$ cat src/rtl/i2c_seq_pkg.sv
// Shared types for the I2C command sequencer: FSM states, response codes, command payload.
package i2c_seq_pkg;

    localparam int unsigned CMD_W = 24;

    typedef enum logic [2:0] {
        S_FLUSH,
        S_IDLE,
        S_LAUNCH,
        S_WAIT_BSY,
        S_WAIT_DONE,
        S_RESP,
        S_GAP
    } state_t;

    typedef logic [1:0] status_t;

    localparam status_t ST_OK   = 2'b00;
    localparam status_t ST_NACK = 2'b01;
    localparam status_t ST_TMO  = 2'b10;

    typedef struct packed {
        logic [6:0] dev;
        logic       rw;
        logic [7:0] reg_adr;
        logic [7:0] dat;
    } cmd_t;

endpackage

$ cat src/rtl/i2c_cmd_fifo.sv
// Synchronous command FIFO with registered full/empty flags; DEPTH must be a power of 2.
module i2c_cmd_fifo #(
    parameter int unsigned DEPTH = 4,
    parameter int unsigned WIDTH = 24
) (
    input  logic             clk,
    input  logic             rst_n,
    input  logic             push,
    input  logic             pop,
    input  logic [WIDTH-1:0] wdata,
    output logic [WIDTH-1:0] rdata,
    output logic             full,
    output logic             empty
);

    localparam int unsigned AW = $clog2(DEPTH);
    localparam int unsigned CW = AW + 1;

    logic [WIDTH-1:0] mem [DEPTH];
    logic [AW-1:0]    wr_ptr;
    logic [AW-1:0]    rd_ptr;
    logic [CW-1:0]    cnt;
    logic [CW-1:0]    cnt_nxt;
    logic             do_push;
    logic             do_pop;

    assign do_push = push & ~full;
    assign do_pop  = pop & ~empty;
    assign rdata   = mem[rd_ptr];

    always_comb begin
        cnt_nxt = cnt;
        if (do_push && !do_pop) begin
            cnt_nxt = cnt + CW'(1);
        end else if (do_pop && !do_push) begin
            cnt_nxt = cnt - CW'(1);
        end
    end

    // Storage is not reset; only pointers and flags are.
    always_ff @(posedge clk) begin
        if (do_push) begin
            mem[wr_ptr] <= wdata;
        end
    end

    always_ff @(posedge clk) begin
        if (!rst_n) begin
            wr_ptr <= '0;
            rd_ptr <= '0;
            cnt    <= '0;
            full   <= 1'b0;
            empty  <= 1'b1;
        end else begin
            if (do_push) begin
                wr_ptr <= wr_ptr + AW'(1);
            end
            if (do_pop) begin
                rd_ptr <= rd_ptr + AW'(1);
            end
            cnt   <= cnt_nxt;
            full  <= (cnt_nxt == CW'(DEPTH));
            empty <= (cnt_nxt == '0);
        end
    end

endmodule

$ cat src/rtl/i2c_cmd_sequencer.sv
// Feeds queued register-access commands to the I2C byte-master and returns data/status.
// Optional NACK retry is built when I2C_SEQ_RETRY_EN is defined.
module i2c_cmd_sequencer
    import i2c_seq_pkg::*;
#(
    parameter int unsigned FIFO_DEPTH = 4,
    parameter int unsigned GAP_CYC    = 40,
    parameter int unsigned TMO_CYC    = 8,
    parameter int unsigned MAX_RETRY  = 2
) (
    input  logic       clk,
    input  logic       rst_n,
    input  logic       cmd_valid,
    output logic       cmd_ready,
    input  logic [6:0] cmd_dev,
    input  logic       cmd_rw,
    input  logic [7:0] cmd_reg,
    input  logic [7:0] cmd_dat,
    output logic       rsp_valid,
    input  logic       rsp_ready,
    output logic [7:0] rsp_dat,
    output logic [1:0] rsp_status,
    output logic       master_st,
    output logic [7:0] master_adr_com,
    output logic [7:0] master_adr_reg,
    output logic [7:0] master_dat_reg,
    input  logic       master_en_tx,
    input  logic       master_err_ac,
    input  logic [7:0] master_rx_dat
);

    localparam int unsigned TMO_W = (TMO_CYC > 0) ? $clog2(TMO_CYC + 1) : 1;
    localparam int unsigned GAP_W = (GAP_CYC > 0) ? $clog2(GAP_CYC + 1) : 1;

    if (FIFO_DEPTH < 2 || (FIFO_DEPTH & (FIFO_DEPTH - 1)) != 0 || TMO_CYC == 0
        || MAX_RETRY > 255) begin : g_param_chk
        $error("i2c_cmd_sequencer: unsupported parameter set");
    end

    state_t           state;
    state_t           state_nxt;
    cmd_t             cmd_in;
    cmd_t             cmd_head;
    logic             push;
    logic             pop;
    logic             fifo_full;
    logic             fifo_empty;
    logic             en_tx_q;
    logic             tx_fall;
    logic             gap_clr;
    logic             rsp_ld;
    status_t          rsp_status_nxt;
    logic [7:0]       rsp_dat_nxt;
    logic [TMO_W-1:0] tmo_cnt;
    logic [GAP_W-1:0] gap_cnt;

`ifdef I2C_SEQ_RETRY_EN
    localparam int unsigned RTY_W = (MAX_RETRY > 0) ? $clog2(MAX_RETRY + 1) : 1;

    logic [RTY_W-1:0] retry_cnt;
    logic             retry_pend;
    logic             retry_inc;
    logic             retry_ok;

    assign retry_ok = (32'(retry_cnt) < MAX_RETRY);
`endif

    assign cmd_in    = {cmd_dev, cmd_rw, cmd_reg, cmd_dat};
    assign cmd_ready = ~fifo_full;
    assign push      = cmd_valid & ~fifo_full;
    assign tx_fall   = en_tx_q & ~master_en_tx;

    i2c_cmd_fifo #(
        .DEPTH (FIFO_DEPTH),
        .WIDTH (CMD_W)
    ) u_fifo (
        .clk   (clk),
        .rst_n (rst_n),
        .push  (push),
        .pop   (pop),
        .wdata (cmd_in),
        .rdata (cmd_head),
        .full  (fifo_full),
        .empty (fifo_empty)
    );

    always_ff @(posedge clk) begin
        if (!rst_n) begin
            state <= S_FLUSH;
        end else begin
            state <= state_nxt;
        end
    end

    always_comb begin
        state_nxt      = state;
        pop            = 1'b0;
        rsp_ld         = 1'b0;
        rsp_status_nxt = ST_OK;
        rsp_dat_nxt    = 8'h00;
        gap_clr        = tx_fall;
`ifdef I2C_SEQ_RETRY_EN
        retry_inc      = 1'b0;
`endif
        unique case (state)
            // The master has no reset, so wait for it to go quiet first.
            S_FLUSH: begin
                if (!master_en_tx) begin
                    gap_clr   = 1'b1;
                    state_nxt = S_GAP;
                end
            end
            S_IDLE: begin
`ifdef I2C_SEQ_RETRY_EN
                if (retry_pend) begin
                    state_nxt = S_LAUNCH;
                end else
`endif
                if (!fifo_empty) begin
                    pop       = 1'b1;
                    state_nxt = S_LAUNCH;
                end
            end
            S_LAUNCH: begin
                state_nxt = S_WAIT_BSY;
            end
            S_WAIT_BSY: begin
                if (master_en_tx) begin
                    state_nxt = S_WAIT_DONE;
                end else if (tmo_cnt == TMO_W'(TMO_CYC - 1)) begin
                    rsp_ld         = 1'b1;
                    rsp_status_nxt = ST_TMO;
                    state_nxt      = S_RESP;
                end
            end
            S_WAIT_DONE: begin
                if (tx_fall) begin
                    if (master_err_ac) begin
`ifdef I2C_SEQ_RETRY_EN
                        if (retry_ok) begin
                            retry_inc = 1'b1;
                            state_nxt = S_GAP;
                        end else
`endif
                        begin
                            rsp_ld         = 1'b1;
                            rsp_status_nxt = ST_NACK;
                            state_nxt      = S_RESP;
                        end
                    end else begin
                        rsp_ld      = 1'b1;
                        rsp_dat_nxt = master_adr_com[0] ? master_rx_dat : 8'h00;
                        state_nxt   = S_RESP;
                    end
                end
            end
            S_RESP: begin
                if (rsp_ready) begin
                    state_nxt = S_GAP;
                end
            end
            S_GAP: begin
                if (gap_cnt == GAP_W'(GAP_CYC)) begin
                    state_nxt = S_IDLE;
                end
            end
            default: state_nxt = S_FLUSH;
        endcase
    end

    // Operands load only on IDLE->LAUNCH and stay put while the master re-reads them.
    always_ff @(posedge clk) begin
        if (!rst_n) begin
            en_tx_q        <= 1'b0;
            tmo_cnt        <= '0;
            gap_cnt        <= '0;
            master_st      <= 1'b0;
            master_adr_com <= 8'h00;
            master_adr_reg <= 8'h00;
            master_dat_reg <= 8'h00;
            rsp_valid      <= 1'b0;
            rsp_dat        <= 8'h00;
            rsp_status     <= ST_OK;
        end else begin
            en_tx_q   <= master_en_tx;
            master_st <= (state_nxt == S_LAUNCH);
            if (state == S_LAUNCH) begin
                tmo_cnt <= '0;
            end else if (tmo_cnt != TMO_W'(TMO_CYC)) begin
                tmo_cnt <= tmo_cnt + TMO_W'(1);
            end
            if (gap_clr) begin
                gap_cnt <= '0;
            end else if (gap_cnt != GAP_W'(GAP_CYC)) begin
                gap_cnt <= gap_cnt + GAP_W'(1);
            end
            if (pop) begin
                master_adr_com <= {cmd_head.dev, cmd_head.rw};
                master_adr_reg <= cmd_head.reg_adr;
                master_dat_reg <= cmd_head.dat;
            end
            if (rsp_ld) begin
                rsp_valid  <= 1'b1;
                rsp_dat    <= rsp_dat_nxt;
                rsp_status <= rsp_status_nxt;
            end else if (state == S_RESP && rsp_ready) begin
                rsp_valid <= 1'b0;
            end
        end
    end

`ifdef I2C_SEQ_RETRY_EN
    always_ff @(posedge clk) begin
        if (!rst_n) begin
            retry_cnt  <= '0;
            retry_pend <= 1'b0;
        end else begin
            if (pop) begin
                retry_cnt <= '0;
            end else if (retry_inc) begin
                retry_cnt <= retry_cnt + RTY_W'(1);
            end
            if (retry_inc) begin
                retry_pend <= 1'b1;
            end else if (state == S_LAUNCH) begin
                retry_pend <= 1'b0;
            end
        end
    end
`endif

endmodule

$ cat config.mk
export PLATFORM = sky130hd
export DESIGN_NAME = i2c_cmd_sequencer
export DESIGN_NICKNAME = d
export VERILOG_FILES = /design/src/rtl/i2c_seq_pkg.sv /design/src/rtl/i2c_cmd_fifo.sv /design/src/rtl/i2c_cmd_sequencer.sv
export SDC_FILE = /design/constraint.sdc
export NUM_CORES = 1
export LEC_CHECK = 0
export CAP_MARGIN = 40
export CORE_UTILIZATION = 55
export DETAILED_ROUTE_END_ITERATION = 16
export GPL_ROUTABILITY_DRIVEN = 0
export GPL_TIMING_DRIVEN = 0
export PLACE_DENSITY = 0.79
export SETUP_SLACK_MARGIN = 0.1
export SYNTH_ARGS = -nofsm -noshare
export SYNTH_HDL_FRONTEND = slang
export SYNTH_SLANG_ARGS = --single-unit
$ cat constraint.sdc
create_clock -name clk -period 2 [get_ports clk]
set_input_delay 0.4 -clock clk [delete_from_list [all_inputs] [get_ports clk]]
set_output_delay 0.4 -clock clk [all_outputs]
set_load 0.05 [all_outputs]
# Word-level counts from Yosys, hierarchy flattened
# Memory sizes are Yosys's and may differ from the RTL's. A register that Yosys moved wholly into a read port is not among the register bits.
# Cells that the tools add are included.
[op_classes]
n_bitwise = 8
reduce_logical = 11
mux = 31
addsub = 6
eq_ne = 12
[op_table]
columns = ["cell", "n"]
rows = [
  ["8-bit two-way mux", 4],
  ["3-bit two-way mux", 9],
  ["3-bit one-hot mux with 7 select lines", 1],
  ["1-bit two-way mux", 13],
  ["3-bit equality test (second input constant)", 4],
  ["3-bit by 2-bit equality test with 1-bit output (second input constant)", 3],
  ["6-bit by 1-bit adder with 6-bit output (second input constant)", 1],
  ["6-bit equality test (second input constant)", 1],
  ["3-bit zero test", 2],
  ["6-bit != test (second input constant)", 1],
  ["2-bit by 1-bit adder with 2-bit output (second input constant)", 2],
  ["4-bit by 1-bit adder with 4-bit output (second input constant)", 1],
  ["1-bit bitwise AND", 4],
  ["4-bit by 3-bit equality test with 1-bit output (second input constant)", 1],
  ["2-bit two-way mux", 2],
  ["4-bit != test (second input constant)", 1],
  ["1-bit inverter", 4],
  ["2-bit one-hot mux with 2 select lines", 1],
  ["2-bit OR reduction", 2],
  ["3-bit by 1-bit adder with 3-bit output (second input constant)", 1],
  ["3-bit by 1-bit equality test with 1-bit output (second input constant)", 1],
  ["1-bit logical AND", 3],
  ["1-bit zero test", 3],
  ["3-bit by 1-bit subtractor with 3-bit output (second input constant)", 1],
  ["2 further kinds", 2],
]
[totals]
in_bits = 38
elab_cells = 82
reg_bits = 35
ram_bits = 96
n_memories = 1
out_inout_bits = 37
[mem_list]
columns = ["name", "depth", "width", "read_ports", "rd_clocked_by_memory_dff", "wr", "line_no", "rtl"]
rows = [
  ["u_fifo.mem", 4, 24, 1, 1, 1, "i2c_cmd_fifo.sv:19", "logic [WIDTH-1:0] mem [DEPTH];"],
]

# Logic depth before layout (Yosys ltp)
[depth]
depth_word = 8
depth_mapped = 6
depth_no_buf = 6

# Cells and area by module
# From an unflattened synthesis, not the netlist that was laid out.
[hier_totals]
cells_unflattened = 436
hier_area_um2 = 6148.4
[by_module_without_submodules]
columns = ["module", "cells_per_inst", "instances", "seq_area_each_um2", "area_each_um2"]
rows = [
  ["i2c_cmd_fifo", 193, 1, 3103.0, 4110.2],
  ["i2c_cmd_sequencer", 243, 1, 1001.0, 2038.2],
]

# Worst setup path after synthesis
# OpenSTA, ideal clock, no wires.
[synth_timing]
path_type = "input-to-reg"
from = "input port cmd_valid"
to = "memory u_fifo.mem[0][0] (enable)"
path_stages = 2
arrival_ps = 1397
path_buffers = 0
t_required_ps = 1617
slack_ps = 220
setup_ps = 383
cell_sequence = "nor2b_1 > and2_1"
[synth_via]
elab_chain_cells = 4
[synth_lines]
columns = ["item", "line_no", "rtl"]
rows = [
  ["start: declaration", "i2c_cmd_sequencer.sv:13", "input logic cmd_valid,"],
  ["1-bit bitwise AND", "i2c_cmd_sequencer.sv:70", "assign push = cmd_valid & ~fifo_full;"],
  ["1-bit bitwise AND", "i2c_cmd_fifo.sv:27", "assign do_push = push & ~full;"],
  ["1-bit two-way mux", "i2c_cmd_fifo.sv:42", "if (do_push) begin"],
  ["1-bit two-way mux (not written as such)", "i2c_cmd_fifo.sv:43", "mem[wr_ptr] <= wdata;"],
  ["end: declaration", "i2c_cmd_fifo.sv:19", ""],
]
# Every way passes these cells.

# Worst setup path after layout
[layout_timing]
from = "register master_adr_com[0], read port of u_fifo.mem"
to = "output port master_adr_com[0]"
[layout_rtl]
columns = ["item", "line_no", "rtl"]
rows = [
  ["start: declaration", "i2c_cmd_sequencer.sv:24", "output logic [7:0] master_adr_com,"],
]
# No word-level cell between the ends.

==> flow_metrics.env <==
export IMPL_synthFlopType="edfxtp_1"
export IMPL_layout_setup_ws_ps=140
export IMPL_area_delta_synth_final_pct=26.2
export IMPL_path_cells="dlygate4sd2_1"
export IMPL_die_area_mm2=0.0115
export IMPL_core_area_mm2=0.0108
export IMPL_grt_first_pass_wirelength_um=18400
export IMPL_cts_tree="done"
export IMPL_first_iter_violations=241
export IMPL_layout_min_cycle_time_ps=1860
export IMPL_start_util_pct=56.3
export IMPL_yosys_warnings=0
export IMPL_io_buffers=74
export IMPL_hold_viol=0
export IMPL_fin_crit_sh_pct=93.0
export IMPL_rsz0062_at_grt="yes"
export IMPL_fin_cells=676
export IMPL_grt_ovfl_total=0
export IMPL_viasPerCell=5.51
export IMPL_drive_above_1_share_pct=16.0
export IMPL_grt_max_degree=17
export IMPL_drtPass1Iterations=5
export IMPL_mostFrequentLayoutCell="edfxtp_1"
export IMPL_largest_register_ffs=96
export IMPL_die_w_um=107
export IMPL_cts_sinks=155
export IMPL_fmax_ghz=0.538
export IMPL_dp_hpwl_um=7600
export IMPL_largest_register="u_fifo.mem"
export IMPL_syn_area_mm2=0.00607
export IMPL_power_density_mw_per_mm2=957
export IMPL_slowest_stage="dlygate4sd2_1"
export IMPL_worstPathArrival_ps=1460
export IMPL_path_max_fanout=3
export IMPL_hp_class="register to register"
export IMPL_wl_um=11700
export IMPL_async_flop_share_pct=0
export IMPL_crit_buf_inv=1
export IMPL_h_tree_depth=4
export IMPL_maxCapViolations=0
export IMPL_num_vias=3724
export IMPL_diodes=0
export IMPL_ys_ff_latch=155
export IMPL_rows=38
export IMPL_wl_per_cell_um=17.3
export IMPL_setup_viol=0
export IMPL_synth_edf_count=96
export IMPL_p_leak_nw=2.74
export IMPL_required_ps=1600
export IMPL_yosysUniqueCellTypes=44
export IMPL_crit_path_end_kind="primary output"
export IMPL_crit_type="register to primary output"
export IMPL_nets=571
export IMPL_io_pins=75
export IMPL_die_h_um=107
export IMPL_path_delay_family="buffers and inverters"
export IMPL_status="finished clean"
export IMPL_placed_cells=644
export IMPL_drc=0
export IMPL_critPathLaunchType="register"
export IMPL_holdWs_ps=465
export IMPL_syn_mean_instance_area_um2=14.3
export IMPL_final_cell_mix="96 x edfxtp_1, 61 x nand2_1, 56 x dfxtp_1, 37 x clkdlybuf4s50_1, 37 x dlygate4sd2_1"
export IMPL_grt_pass1_vias=3757
export IMPL_numCtsBuffers=17
export IMPL_dp_slack_ps=-548
export IMPL_antenna_left=0
export IMPL_drv_slew=0
export IMPL_worstMarginPinSlew_ps=559
export IMPL_synth_cells=426
export IMPL_clock_skew_ps=7.59
export IMPL_clkSlewWorstSetupHoldPaths_ps=60
export IMPL_clock_latency_ps=530
export IMPL_slowest_delay_ps=550
export IMPL_ctsRootBufferMaster="clkbuf_8"
export IMPL_clk_path_buf_depth=2
export IMPL_syn_nets=474
export IMPL_ir_worst_vdd_mv=0.581
export IMPL_grt_usage_pct=22.2
export IMPL_antenna_found_initial=0
export IMPL_yosysSeqAreaShare_pct=66.9
export IMPL_timing_slew_headroom_pct=62.7
==> worst min-delay path: cells and delay by family (launching register included) <==
kind	cells	cell delay, ps
compound gates	1	70
simple gates	1	40
flops	1	310
==> Yosys cell counts (all sizes together) (3+ instances only) <==
master | instances | area share (%)
ha | 10 | 2.1
xnor2 | 8 | 1.2
a21boi | 27 | 3.3
nand3b | 3 | 0.37
nand2 | 61 | 3.8
nand4bb | 3 | 0.56
mux4 | 24 | 8.9
clkbuf | 16 | 0.99
a21oi | 5 | 0.41
nor2b | 10 | 1.0
nand3 | 4 | 0.33
nand2b | 4 | 0.41
o21ai | 9 | 0.74
a22oi | 9 | 1.1
and2 | 8 | 0.82
xor2 | 3 | 0.43
buf | 7 | 0.56
nor2 | 16 | 0.99
dfxtp | 59 | 19
edfxtp | 96 | 47
nor3 | 5 | 0.49
and3 | 3 | 0.39
a211oi | 3 | 0.37
inv | 13 | 0.80
==> path summary, 6_finish.rpt <==
path | start | endpoint | slack [ps] | cells past startpoint
min reg2reg | master_adr_com[6] | master_adr_com[6] | 460 | 2
min | master_adr_com[6] | master_adr_com[6] | 460 | 2
max reg2reg | state[1] | u_fifo.cnt[2] | 180 | 5
max | master_adr_com[0] | master_adr_com[0] | 140 | 1
==> what timing repair did <==
action | in CTS | in global routing
endpoints found under the setup margin | 104 | 86
cloned | 0 | 0
hold buffers | 0 | 0
gates resized for setup | 44 | 14
setup buffers | 0 | 0
==> kinds of logic after synthesis <==
logic type / synth area share, %
compound gates: 7.62
xor+xnor: 1.59
fa+ha+maj: 2.06
buf+inv: 2.35
flops: 66.9
mux: 9.06
simple gates: 10.4
==> where the power goes <==
| group | internal [mW] | leakage (nW) | switching (mW) |
|---|---|---|---|
| sequential | 3.56 | 1.36 | 0.0814 |
| clock | 1.72 | 0.266 | 1.26 |
| combinational | 0.321 | 1.12 | 0.391 |
| total | 5.60 | 2.74 | 1.73 |
==> through the flow <==
| step | power (mW) | utilization [%] | TNS [ps] | area, um2 |
|---|---|---|---|---|
| after CTS | 7.35 | 70.6 | 0 | 7620 |
| after detailed placement | 4.41 | 65.8 | -46580 | 7100 |
| after global placement | 4.34 | 64.8 | -76230 | 6990 |
| final | 7.33 | 71.0 | 0 | 7660 |
| after floorplan | 4.13 | - | 0 | 6070 |
| after global routing | 7.59 | 71.0 | 0 | 7660 |
==> per-layer routing <==
metal  wire length [um]  global-route usage [%]  up-vias
li1                   -                       -     1763
met5                  0                       0        -
met1               4970                    26.5     1834
met4                302                    12.6        0
met3                495                    5.11       29
met2               5910                    36.9       98
==> area by class of cell <==
cell class              count  area (um2)
plain buffers              23         106
clock buffers              19         442
repair buffers             78         805
fillers                   738        3130
inverters                  13        48.8
well taps                 140         175
clock inverters            13         119
flip-flops and latches    155        4070
multi-input cells         235        1900
Note: power is estimated with default switching activity, not from simulation.
